===== config.mk =====
export PLATFORM = sky130hd
export DESIGN_NAME = uart_tx_fifo
export DESIGN_NICKNAME = d
export VERILOG_FILES = /design/src/rtl/uart_tx_fifo.sv
export SDC_FILE = /design/constraint.sdc
export NUM_CORES = 1
export LEC_CHECK = 0
export BUFFER_PORTS_ARGS = -buffer_cell sky130_fd_sc_hd__buf_2
export CORE_MARGIN = 2
export CORE_UTILIZATION = 25
export CTS_BUF_LIST = sky130_fd_sc_hd__clkbuf_8
export CTS_CLUSTER_SIZE = 8
export DETAILED_ROUTE_END_ITERATION = 8
export PLACE_DENSITY = 0.48
export SYNTH_ARGS = -nofsm -noshare
export SYNTH_HDL_FRONTEND = slang
export SYNTH_SLANG_ARGS = --single-unit
export TNS_END_PERCENT = 100

===== constraint.sdc =====
create_clock -name clk -period 7 [get_ports clk]
set_input_delay 0.7 -clock clk [delete_from_list [all_inputs] [get_ports clk]]
set_output_delay 0.7 -clock clk [all_outputs]
set_load 0.01 [all_outputs]

===== src/rtl/uart_tx_fifo.sv =====
// Byte FIFO feeding a downstream uart_tx through an IDLE/SEND/HOLD/WAIT drain FSM.
// Define UART_TX_FIFO_CRLF_EN to expand each popped LF (0x0A) into a CR (0x0D) followed by the LF.
module uart_tx_fifo #(
  parameter int unsigned DEPTH_LOG2 = 4
) (
  input  logic                  clk,
  input  logic                  reset,
  input  logic [7:0]            in_data,
  input  logic                  in_strobe,
  output logic                  in_ready,
  output logic [DEPTH_LOG2:0]   count,
  output logic                  dropped,
  output logic [7:0]            tx_data,
  output logic                  tx_strobe,
  input  logic                  tx_ready
);

  localparam int unsigned Depth = 2 ** DEPTH_LOG2;
  localparam logic [DEPTH_LOG2:0] DepthCnt = (DEPTH_LOG2 + 1)'(Depth);

  typedef enum logic [1:0] {StIdle, StSend, StHold, StWait} state_e;

  state_e                state_q, state_d;
  logic [7:0]            mem_q [Depth];
  logic [DEPTH_LOG2-1:0] rd_q, rd_d, wr_q, wr_d;
  logic [DEPTH_LOG2:0]   count_q, count_d;
  logic [7:0]            tx_data_q, tx_data_d;
  logic                  dropped_q, dropped_d;
  logic                  full, wr_accept, pop, load;
  logic [7:0]            head;

`ifdef UART_TX_FIFO_CRLF_EN
  logic                  lf_pending_q, lf_pending_d;
`endif

  assign full      = (count_q == DepthCnt);
  assign wr_accept = in_strobe && !full;
  assign head      = mem_q[rd_q];

`ifdef UART_TX_FIFO_CRLF_EN
  // A pending LF is sent from the register without touching the FIFO.
  assign pop  = (state_q == StIdle) && tx_ready && (count_q != '0) && !lf_pending_q;
  assign load = (state_q == StIdle) && tx_ready && ((count_q != '0) || lf_pending_q);
`else
  assign pop  = (state_q == StIdle) && tx_ready && (count_q != '0);
  assign load = pop;
`endif

  always_comb begin
    state_d   = state_q;
    tx_strobe = 1'b0;
    unique case (state_q)
      StIdle: if (load) state_d = StSend;
      // Hold the strobe back rather than fire it at a busy transmitter.
      StSend: begin
        if (tx_ready) begin
          tx_strobe = 1'b1;
          state_d   = StHold;
        end
      end
      StHold: state_d = StWait;
      StWait: if (tx_ready) state_d = StIdle;
      default: state_d = StIdle;
    endcase
  end

  always_comb begin
    rd_d      = rd_q;
    wr_d      = wr_q;
    count_d   = count_q;
    tx_data_d = tx_data_q;
    dropped_d = in_strobe && full;
    if (wr_accept) wr_d = wr_q + DEPTH_LOG2'(1);
    if (pop) begin
      rd_d      = rd_q + DEPTH_LOG2'(1);
      tx_data_d = head;
    end
    unique case ({wr_accept, pop})
      2'b10:   count_d = count_q + (DEPTH_LOG2 + 1)'(1);
      2'b01:   count_d = count_q - (DEPTH_LOG2 + 1)'(1);
      default: count_d = count_q;
    endcase
`ifdef UART_TX_FIFO_CRLF_EN
    lf_pending_d = lf_pending_q;
    if (pop && head == 8'h0A) begin
      tx_data_d    = 8'h0D;
      lf_pending_d = 1'b1;
    end else if (load && lf_pending_q) begin
      tx_data_d    = 8'h0A;
      lf_pending_d = 1'b0;
    end
`endif
  end

  always_ff @(posedge clk) begin
    if (reset) begin
      state_q   <= StIdle;
      rd_q      <= '0;
      wr_q      <= '0;
      count_q   <= '0;
      tx_data_q <= '0;
      dropped_q <= 1'b0;
`ifdef UART_TX_FIFO_CRLF_EN
      lf_pending_q <= 1'b0;
`endif
    end else begin
      state_q   <= state_d;
      rd_q      <= rd_d;
      wr_q      <= wr_d;
      count_q   <= count_d;
      tx_data_q <= tx_data_d;
      dropped_q <= dropped_d;
`ifdef UART_TX_FIFO_CRLF_EN
      lf_pending_q <= lf_pending_d;
`endif
    end
  end

  // Storage needs no reset; only the pointers define what is valid.
  always_ff @(posedge clk) begin
    if (!reset && wr_accept) mem_q[wr_q] <= in_data;
  end

  assign in_ready = !full;
  assign count    = count_q;
  assign dropped  = dropped_q;
  assign tx_data  = tx_data_q;

endmodule


==> impl_results.html, run 1 <==
<table>
<tr><th>Metric</th><th>Value</th></tr>
<tr><th colspan="2">Worst hold path</th></tr>
<tr><td>Worst min-delay path startpoint</td><td>tx_data[3]</td></tr>
<tr><td>Worst hold path class</td><td>flop to flop</td></tr>
<tr><td>Hold Crit Depth</td><td>2</td></tr>
<tr><td>Destination of the worst hold path</td><td>tx_data[3]</td></tr>
<tr><th colspan="2">Die</th></tr>
<tr><td>Placeable core region</td><td>0.02511 mm^2</td></tr>
<tr><td>Std-Cell Rows</td><td>58</td></tr>
<tr><td>Die area</td><td>between 0.02 and 0.03 mm^2</td></tr>
<tr><td>Horiz. Die Dim</td><td>roughly 160 um</td></tr>
<tr><td>Starting density of the core</td><td>25.40%</td></tr>
<tr><td>Die Ht</td><td>around 160 um</td></tr>
<tr><td>Count of boundary I/O pins</td><td>28</td></tr>
<tr><th colspan="2">Logic synthesis</th></tr>
<tr><td>Count of flip-flops with a built-in enable after synthesis</td><td>around 130</td></tr>
<tr><td>Most repeated cell in the gate-level netlist after synthesis</td><td>edfxtp_1</td></tr>
<tr><td>Top cells by count, synth</td><td>edfxtp_1, nor2_1, mux2i_1</td></tr>
<tr><td>Synthesis warning total</td><td>0</td></tr>
<tr><td>Biggest area contributors in the synthesized netlist</td><td>edfxtp_1, mux4_2, dfxtp_1, mux2i_1, ha_1</td></tr>
<tr><td>Synthesized area divided by synthesized cell count</td><td>~16 um^2</td></tr>
<tr><td>Synthesized netlist cell count</td><td>390</td></tr>
<tr><td>Predominant post-synthesis flop cell</td><td>edfxtp_1</td></tr>
<tr><td>Share of flip-flops with an asynchronous set or reset after synthesis</td><td>0%</td></tr>
<tr><td>Total nets after synthesis</td><td>approximately 420</td></tr>
<tr><td>Cell type with the highest aggregate area in the netlist</td><td>edfxtp_1</td></tr>
<tr><td>Sequential share of the synthesized area</td><td>between 60% and 70%</td></tr>
<tr><td>Fraction of synthesized cell area taken by the top area cell type</td><td>between 60% and 70%</td></tr>
<tr><td>Total of flip-flops plus latches after synthesis</td><td>approximately 150</td></tr>
<tr><td>Post-synth cell types</td><td>~50</td></tr>
<tr><td>Post-synthesis instance area</td><td>about 0.0064 mm^2</td></tr>
<tr><th colspan="2">Clock network</th></tr>
<tr><td>Clock Sink Count</td><td>152</td></tr>
<tr><td>Number of levels in the clock H-tree</td><td>4</td></tr>
<tr><td>Clock buffer count from CTS</td><td>17</td></tr>
<tr><td>Clock-pin slew on the worst setup and hold paths</td><td>around 0.080 ns</td></tr>
<tr><td>Insertion delay to the later sink of the worst-skew pair</td><td>about 0.46 ns</td></tr>
<tr><td>CTS tree</td><td>yes</td></tr>
<tr><td>Number of buffers added for setup after CTS</td><td>0</td></tr>
<tr><td>Maximum number of buffers from clock root to sink</td><td>2</td></tr>
<tr><td>Post-cts resize count</td><td>0</td></tr>
<tr><td>Cts hold-fix bufs</td><td>0</td></tr>
<tr><td>CTS Root Buffer Type</td><td>clkbuf_8</td></tr>
<tr><th colspan="2">Global route</th></tr>
<tr><td>Wire length of the first global-routing pass</td><td>21.01 mm</td></tr>
<tr><td>Number of global-route vias before repair</td><td>~3500</td></tr>
<tr><td>Antenna violations before repair</td><td>0</td></tr>
<tr><td>Pin count of the biggest net entering global routing</td><td>43</td></tr>
<tr><td>Global routing usage summed across all routing layers</td><td>between 10% and 20%</td></tr>
<tr><td>Overall overflow remaining after global route</td><td>0</td></tr>
<tr><th colspan="2">Power</th></tr>
<tr><td>Power density of the placed cells</td><td>approximately 310 mW/mm^2</td></tr>
<tr><td>Peak supply drop</td><td>~0.00013 V</td></tr>
<tr><td>NetSw</td><td>approximately 640 uW</td></tr>
<tr><td>Clock Power Share</td><td>between 30% and 40%</td></tr>
<tr><td>Internal Dissipation</td><td>roughly 1.6 mW</td></tr>
<tr><td>Overall power after layout</td><td>between 2 and 2.5 mW</td></tr>
<tr><td>Switching share of power</td><td>between 20% and 30%</td></tr>
<tr><td>Share of power burned in registers</td><td>~48%</td></tr>
<tr><td>Leakage power total</td><td>around 2.3 nW</td></tr>
<tr><td>Combinational cell fraction of total power</td><td>between 10% and 20%</td></tr>
<tr><th colspan="2">Layout</th></tr>
<tr><td>Syn-to-layout area delta</td><td>14.40%</td></tr>
<tr><td>Nets</td><td>roughly 450</td></tr>
<tr><td>Layout Utilization</td><td>between 20 and 30%</td></tr>
<tr><td>Share of layout cells above drive strength 1</td><td>around a quarter</td></tr>
<tr><td>Inserted Diodes</td><td>0</td></tr>
<tr><td>Final instance count without filler cells</td><td>764</td></tr>
<tr><td>Post-Layout Inst Area</td><td>about 0.0073 mm^2</td></tr>
<tr><th colspan="2">Timing</th></tr>
<tr><td>RSZ-0062 raised after global routing</td><td>false</td></tr>
<tr><td>Worst clock skew on the final layout</td><td>0.01370 ns</td></tr>
<tr><td>Hold Violations, Final</td><td>0</td></tr>
<tr><td>Hold slack</td><td>~0.52 ns</td></tr>
<tr><td>Time the final worst path needs with I/O delays and setup</td><td>approximately 3.5 ns</td></tr>
<tr><td>Setup TNS after final layout</td><td>0 ns</td></tr>
<tr><td>Slew HR</td><td>roughly 34%</td></tr>
<tr><td>Actual transition at the worst max-transition pin</td><td>0.9925 ns</td></tr>
<tr><td>Max Clock Freq</td><td>between 200 and 300 MHz</td></tr>
<tr><td>Final number of max-transition violations</td><td>0</td></tr>
<tr><td>Final setup vio count</td><td>0</td></tr>
<tr><td>Post-layout worst setup margin</td><td>~3.5 ns</td></tr>
<tr><td>Share of the clock period used by the worst path</td><td>about half</td></tr>
<tr><th colspan="2">Critical path</th></tr>
<tr><td>Crit Path Max Fanout</td><td>15</td></tr>
<tr><td>Setup CP Type</td><td>flop to flop</td></tr>
<tr><td>Worst r2r src</td><td>state_q[0]</td></tr>
<tr><td>Reg-to-reg setup timing slack</td><td>3.48 ns</td></tr>
<tr><td>Reg-to-reg critical path endpoint</td><td>count[4]</td></tr>
<tr><td>Element type at the critical path end</td><td>flop</td></tr>
<tr><td>Depth of the worst register-to-register path</td><td>11</td></tr>
<tr><td>Worst Setup Start Kind</td><td>flop</td></tr>
<tr><td>Req. time, crit path</td><td>roughly 7.3 ns</td></tr>
<tr><td>Arr. time, crit path</td><td>3.87 ns</td></tr>
<tr><th colspan="2">Drt</th></tr>
<tr><td>Vias</td><td>3455</td></tr>
<tr><td>Detailed Route Iter0 Violations</td><td>260</td></tr>
<tr><td>1st-pass router iterations</td><td>5</td></tr>
<tr><td>Overall routed net length</td><td>13.96 mm</td></tr>
<tr><td>Routed length per placed instance</td><td>roughly 18 um</td></tr>
<tr><td>Via density per instance</td><td>4.522</td></tr>
<tr><td>Final antenna-violating net count</td><td>0</td></tr>
<tr><td>Remaining DRCs</td><td>0</td></tr>
<tr><th colspan="2">Place</th></tr>
<tr><td>Placement Cell Area</td><td>approximately 0.0069 mm^2</td></tr>
<tr><td>HPWL after detailed placement</td><td>about 9.1 mm</td></tr>
<tr><td>Worst slack at placement</td><td>3.343 ns</td></tr>
<tr><td>Final estimated routing congestion in global placement</td><td>0.7529</td></tr>
<tr><td>Quantity of I/O buffers inserted on ports</td><td>27</td></tr>
<tr><td>Cell total after placement</td><td>between 700 and 800</td></tr>
<tr><th colspan="2">Job</th></tr>
<tr><td>Number of maximum-capacitance constraint violations</td><td>0</td></tr>
<tr><th colspan="2">Status</th></tr>
<tr><td>Outcome</td><td>finished, final reports clean</td></tr>
</table>
## power groups by stage
stage	clock, mW	combinational (mW)	sequential (mW)
6_report	0.749	0.411	1.09
5_1_grt	0.803	0.457	1.10
4_1_cts	0.766	0.416	1.09
3_5_place_dp	0	0.414	1.11
3_3_place_gp	0	0.401	1.11
2_1_floorplan	0	0.302	1.10
## worst max path at each step
| stage | start | end | slack (ns) | cells past startpoint |
|---|---|---|---|---|
| 2_1_floorplan | tx_ready | count[4] | 3.90 | 10 |
| 3_5_place_dp | tx_ready | count[4] | 3.34 | 10 |
| 3_3_place_gp | tx_ready | count[4] | 3.43 | 10 |
| 5_1_grt | state_q[0] | count[4] | 3.21 | 11 |
| 4_1_cts | state_q[0] | count[4] | 3.52 | 11 |
| 6_report | state_q[0] | count[4] | 3.48 | 11 |
## final cells by class
type	instances	area, um^2
clock buffers	17	234.0
clock inverters	15	212.7
fillers	2537	17810
inverters	10	37.54
multi-input cells	206	1887
flip-flops and latches	152	4325
well taps	330	412.9
repair buffers	34	187.7
## cell usage in the layout (no fill, tap or decap), types with 5 or more instances in the layout
| cell type | n |
|---|---|
| mux2i_1 | 25 |
| buf_2 | 27 |
| inv_1 | 10 |
| clkbuf_8 | 17 |
| dfxtp_1 | 23 |
| a211oi_1 | 8 |
| mux4_2 | 24 |
| o22ai_1 | 5 |
| and3_1 | 8 |
| xnor2_1 | 6 |
| nand2_1 | 16 |
| nand2b_1 | 10 |
| nor2_1 | 33 |
| ha_1 | 14 |
| buf_4 | 7 |
| edfxtp_1 | 128 |
| a2111oi_2 | 6 |
## routing by layer
metal  GRT usage, %  share of wire [%]  vias up
met1          14.55                 46     1767
met5              0                  0        -
met4          3.230                1.1        0
met3          2.677                4.4       14
met2          17.51                 49       93
li1               -                  -     1581
## cell families (layout without fill, tap and decap cells)
family	after synthesis	in the layout	share of synthesized area, %
compound gates	43	43	5.689
xor+xnor	9	9	1.236
fa+ha+maj	14	14	2.746
buf+inv	32	76	2.707
flops	152	152	67.79
mux	50	50	12.57
simple gates	90	90	7.258
## registers in the layout, summed over array words and instances (netlist names)
| name | flops |
|---|---|
| dropped | 1 |
| rd_q | 4 |
| count | 5 |
| wr_q | 4 |
| mem_q | 128 |
| tx_data | 8 |
| state_q | 2 |
## worst max-delay path, stage by stage (launching register included)
cell     delay [ns]
dfxtp_1        0.33
inv_1          0.13
ha_1           0.18
nand2_1        0.11
a21oi_2        0.56
ha_1           0.44
xor2_1         0.19
ha_1           0.22
a21oi_1        0.09
or4b_2         0.63
a31oi_1        0.18
mux2_2         0.35
Power figures use the tool's default switching activity.
==> inputs of run 2 (changes only) <==
--- a/config.mk
+++ b/config.mk
@@ -11,7 +11,7 @@
 export CTS_BUF_LIST = sky130_fd_sc_hd__clkbuf_8
 export CTS_CLUSTER_SIZE = 8
 export DETAILED_ROUTE_END_ITERATION = 8
-export PLACE_DENSITY = 0.48
+export PLACE_DENSITY = 0.49
 export SYNTH_ARGS = -nofsm -noshare
 export SYNTH_HDL_FRONTEND = slang
 export SYNTH_SLANG_ARGS = --single-unit
==> constraint.sdc (replaced) <==
create_clock -name clk -period 2.8 [get_ports clk]
set_input_delay 0.28 -clock clk [delete_from_list [all_inputs] [get_ports clk]]
set_output_delay 0.28 -clock clk [all_outputs]
set_load 0.01 [all_outputs]
==> impl_results.html, run 2 (same netlist as run 1, synthesis figures left out) <==
<table>
<tr><th>Metric</th><th>Value</th></tr>
<tr><th colspan="2">Power</th></tr>
<tr><td>Power density of the placed cells</td><td>726.3 mW/mm^2 (+140%)</td></tr>
<tr><td>Overall power after layout</td><td>5.476 mW (+140%)</td></tr>
<tr><td>Share of power burned in registers</td><td>48.8% (+0.4 points)</td></tr>
<tr><td>Switching share of power</td><td>29.44% (+0.81 points)</td></tr>
<tr><td>Combinational cell fraction of total power</td><td>22.0% (+3.7 points)</td></tr>
<tr><td>Clock Power Share</td><td>29.2% (-4.1 points)</td></tr>
<tr><td>Internal Dissipation</td><td>3.864 mW (+140%)</td></tr>
<tr><td>NetSw</td><td>1.612 mW (+150%)</td></tr>
<tr><td>Peak supply drop</td><td>0.0002638 V (+100%)</td></tr>
<tr><td>Leakage power total</td><td>2.472 nW (+6.3%)</td></tr>
<tr><th colspan="2">Timing</th></tr>
<tr><td>Setup TNS after final layout</td><td>0 ns (unchanged)</td></tr>
<tr><td>Slew HR</td><td>58.09% (+24 points)</td></tr>
<tr><td>Worst clock skew on the final layout</td><td>0.01799 ns (+0.004298 ns)</td></tr>
<tr><td>Hold Violations, Final</td><td>0 (unchanged)</td></tr>
<tr><td>Share of the clock period used by the worst path</td><td>96.08% (+46 points)</td></tr>
<tr><td>Final setup vio count</td><td>0 (unchanged)</td></tr>
<tr><td>Actual transition at the worst max-transition pin</td><td>0.6249 ns (-0.3676 ns)</td></tr>
<tr><td>Time the final worst path needs with I/O delays and setup</td><td>2.690 ns (-0.8310 ns)</td></tr>
<tr><td>Final number of max-transition violations</td><td>0 (unchanged)</td></tr>
<tr><td>RSZ-0062 raised after global routing</td><td>false</td></tr>
<tr><td>Max Clock Freq</td><td>371.7 MHz (+31%)</td></tr>
<tr><th colspan="2">Clock network</th></tr>
<tr><td>Clock-pin slew on the worst setup and hold paths</td><td>0.10 ns (+0.02 ns)</td></tr>
<tr><td>Clock buffer count from CTS</td><td>17 (unchanged)</td></tr>
<tr><td>Maximum number of buffers from clock root to sink</td><td>2 (unchanged)</td></tr>
<tr><td>CTS Root Buffer Type</td><td>clkbuf_8</td></tr>
<tr><td>Number of buffers added for setup after CTS</td><td>0 (unchanged)</td></tr>
<tr><td>CTS tree</td><td>yes</td></tr>
<tr><td>Cts hold-fix bufs</td><td>0 (unchanged)</td></tr>
<tr><td>Insertion delay to the later sink of the worst-skew pair</td><td>0.45 ns (about the same)</td></tr>
<tr><td>Clock Sink Count</td><td>152 (unchanged)</td></tr>
<tr><td>Number of levels in the clock H-tree</td><td>4 (unchanged)</td></tr>
<tr><th colspan="2">Drt</th></tr>
<tr><td>Overall routed net length</td><td>13.69 mm (-2.0%)</td></tr>
<tr><td>Via density per instance</td><td>4.490 (-0.71%)</td></tr>
<tr><td>Remaining DRCs</td><td>0 (unchanged)</td></tr>
<tr><td>1st-pass router iterations</td><td>4 (-1)</td></tr>
<tr><td>Vias</td><td>3574 (+3.4%)</td></tr>
<tr><td>Routed length per placed instance</td><td>17.19 um (-5.9%)</td></tr>
<tr><td>Detailed Route Iter0 Violations</td><td>225 (-13%)</td></tr>
<tr><td>Final antenna-violating net count</td><td>0 (unchanged)</td></tr>
<tr><th colspan="2">Place</th></tr>
<tr><td>Final estimated routing congestion in global placement</td><td>0.7998 (+6.2%)</td></tr>
<tr><td>Placement Cell Area</td><td>0.007147 mm^2 (+4.3%)</td></tr>
<tr><td>Cell total after placement</td><td>764 (+4.4%)</td></tr>
<tr><td>HPWL after detailed placement</td><td>9.419 mm (+3.6%)</td></tr>
<tr><td>Quantity of I/O buffers inserted on ports</td><td>27 (unchanged)</td></tr>
<tr><th colspan="2">Critical path</th></tr>
<tr><td>Setup CP Type</td><td>flop to flop</td></tr>
<tr><td>Arr. time, crit path</td><td>3.03 ns (-0.84 ns)</td></tr>
<tr><td>Req. time, crit path</td><td>3.13 ns (-4.21 ns)</td></tr>
<tr><td>Depth of the worst register-to-register path</td><td>11 (unchanged)</td></tr>
<tr><td>Crit Path Max Fanout</td><td>6 (-9)</td></tr>
<tr><td>Worst Setup Start Kind</td><td>flop</td></tr>
<tr><td>Element type at the critical path end</td><td>flop</td></tr>
<tr><th colspan="2">Global route</th></tr>
<tr><td>Global routing usage summed across all routing layers</td><td>10.79% (-0.085 points)</td></tr>
<tr><td>Pin count of the biggest net entering global routing</td><td>36 (-16%)</td></tr>
<tr><td>Overall overflow remaining after global route</td><td>0 (unchanged)</td></tr>
<tr><td>Antenna violations before repair</td><td>0 (unchanged)</td></tr>
<tr><td>Wire length of the first global-routing pass</td><td>21.04 mm (+0.13%)</td></tr>
<tr><td>Number of global-route vias before repair</td><td>3712 (+7.0%)</td></tr>
<tr><th colspan="2">Job</th></tr>
<tr><td>Number of maximum-capacitance constraint violations</td><td>0 (unchanged)</td></tr>
<tr><th colspan="2">Layout</th></tr>
<tr><td>Reg with most FFs</td><td>mem_q</td></tr>
<tr><td>Syn-to-layout area delta</td><td>18.20%</td></tr>
<tr><td>Post-Layout Inst Area</td><td>0.007540 mm^2 (+3.3%)</td></tr>
<tr><td>Final instance count without filler cells</td><td>796 (+4.2%)</td></tr>
<tr><td>Share of layout cells above drive strength 1</td><td>31.76% (+7.1 points)</td></tr>
<tr><td>Layout fillers</td><td>2527 (-0.39%)</td></tr>
<tr><td>Inserted Diodes</td><td>0 (unchanged)</td></tr>
<tr><td>Most common cell after layout, fill and taps aside</td><td>edfxtp_1</td></tr>
<tr><td>Layout Utilization</td><td>30.03% (+0.97 points)</td></tr>
<tr><td>Commonest cells after routing, fill and taps aside</td><td>edfxtp_1, buf_4, nor2_1</td></tr>
<tr><td>Max reg flops</td><td>128 (unchanged)</td></tr>
<tr><td>Nets</td><td>479 (+7.2%)</td></tr>
<tr><th colspan="2">Die</th></tr>
<tr><td>Horiz. Die Dim</td><td>163.7 um (unchanged)</td></tr>
<tr><td>Std-Cell Rows</td><td>58 (unchanged)</td></tr>
<tr><td>Count of boundary I/O pins</td><td>28 (unchanged)</td></tr>
<tr><td>Die Ht</td><td>163.7 um (unchanged)</td></tr>
<tr><td>Starting density of the core</td><td>25.40% (unchanged)</td></tr>
<tr><td>Die area</td><td>0.02681 mm^2 (unchanged)</td></tr>
<tr><td>Placeable core region</td><td>0.02511 mm^2 (unchanged)</td></tr>
<tr><th colspan="2">Worst hold path</th></tr>
<tr><td>Worst hold path class</td><td>input port to flop</td></tr>
<tr><td>Hold Crit Depth</td><td>3 (+1)</td></tr>
<tr><th colspan="2">Status</th></tr>
<tr><td>Outcome</td><td>finished, final reports clean</td></tr>
</table>
-- run 2: cell types whose count changed in the layout (fill, tap and decap cells not counted), moves of 3 or more --
cell	before	now
ha_1	14	11
clkinv_4	0	4
buf_4	7	37
bufinv_16	4	1
-- run 2: power by group through the flow --
stage	Clock, mW	Combinational [mW]	Sequential [mW]
3_5_place_dp	0	1.20	2.73
3_3_place_gp	0	1.16	2.72
5_1_grt	1.75	1.34	2.69
6_report	1.60	1.21	2.67
2_1_floorplan	0	0.794	2.75
4_1_cts	1.66	1.21	2.68
-- run 2: cell type report --
type                    instances  area, um^2  share of cell area (%)
clock inverters                14       136.4                   1.809
well taps                     330       412.9                   5.476
repair buffers                 66       452.9                   6.007
clock buffers                  18       247.7                   3.286
flip-flops and latches        152        4327                   57.38
inverters                      10       37.54                  0.4978
multi-input cells             206        1926                   25.54
-- run 2: through the flow --
step | hold slack (ns) | setup WS, ns
after global routing | 0.1445 | 0.02695
final | 0.1679 | 0.1098
after CTS | 0.1256 | 0.05330
after detailed placement | 0.4975 | 0.09071
after global placement | 0.5166 | 0.1526
after floorplan | 0.3789 | -0.07320
-- run 2: critical path, stage by stage, from the launching register on --
cell	delay, ns
dfxtp_1	0.39
inv_1	0.10
ha_1	0.21
nand2_2	0.11
a21oi_2	0.06
ha_4	0.18
buf_4	0.15
ha_4	0.29
a21oi_1	0.07
or4b_4	0.48
a31oi_2	0.19
mux2_2	0.34
-- run 2: final timing paths --
path / end / start / slack [ns]
hold / removal: dropped / in_strobe / 0.17
hold reg to reg: tx_data[2] / tx_data[2] / 0.51
setup reg to reg: count[4] / state_q[1] / 0.11
setup / recovery: count[4] / state_q[1] / 0.11
-- run 2: routing by layer --
metal	vias to the layer above	routed length (um)	global-route usage, %	share of wire, %
li1	1643	-	-	-
met1	1836	6242	13.70	46
met2	84	6687	17.95	49
met3	11	595	2.879	4.3
met4	0	160	3.469	1.2
met5	-	0	0	0
-- run 2: what timing repair did --
action | 4_1_cts | 5_1_grt
gates resized for setup | 0 | 4
endpoints found under the hold margin | 0 | 0
endpoints found under the setup margin | 0 | 1
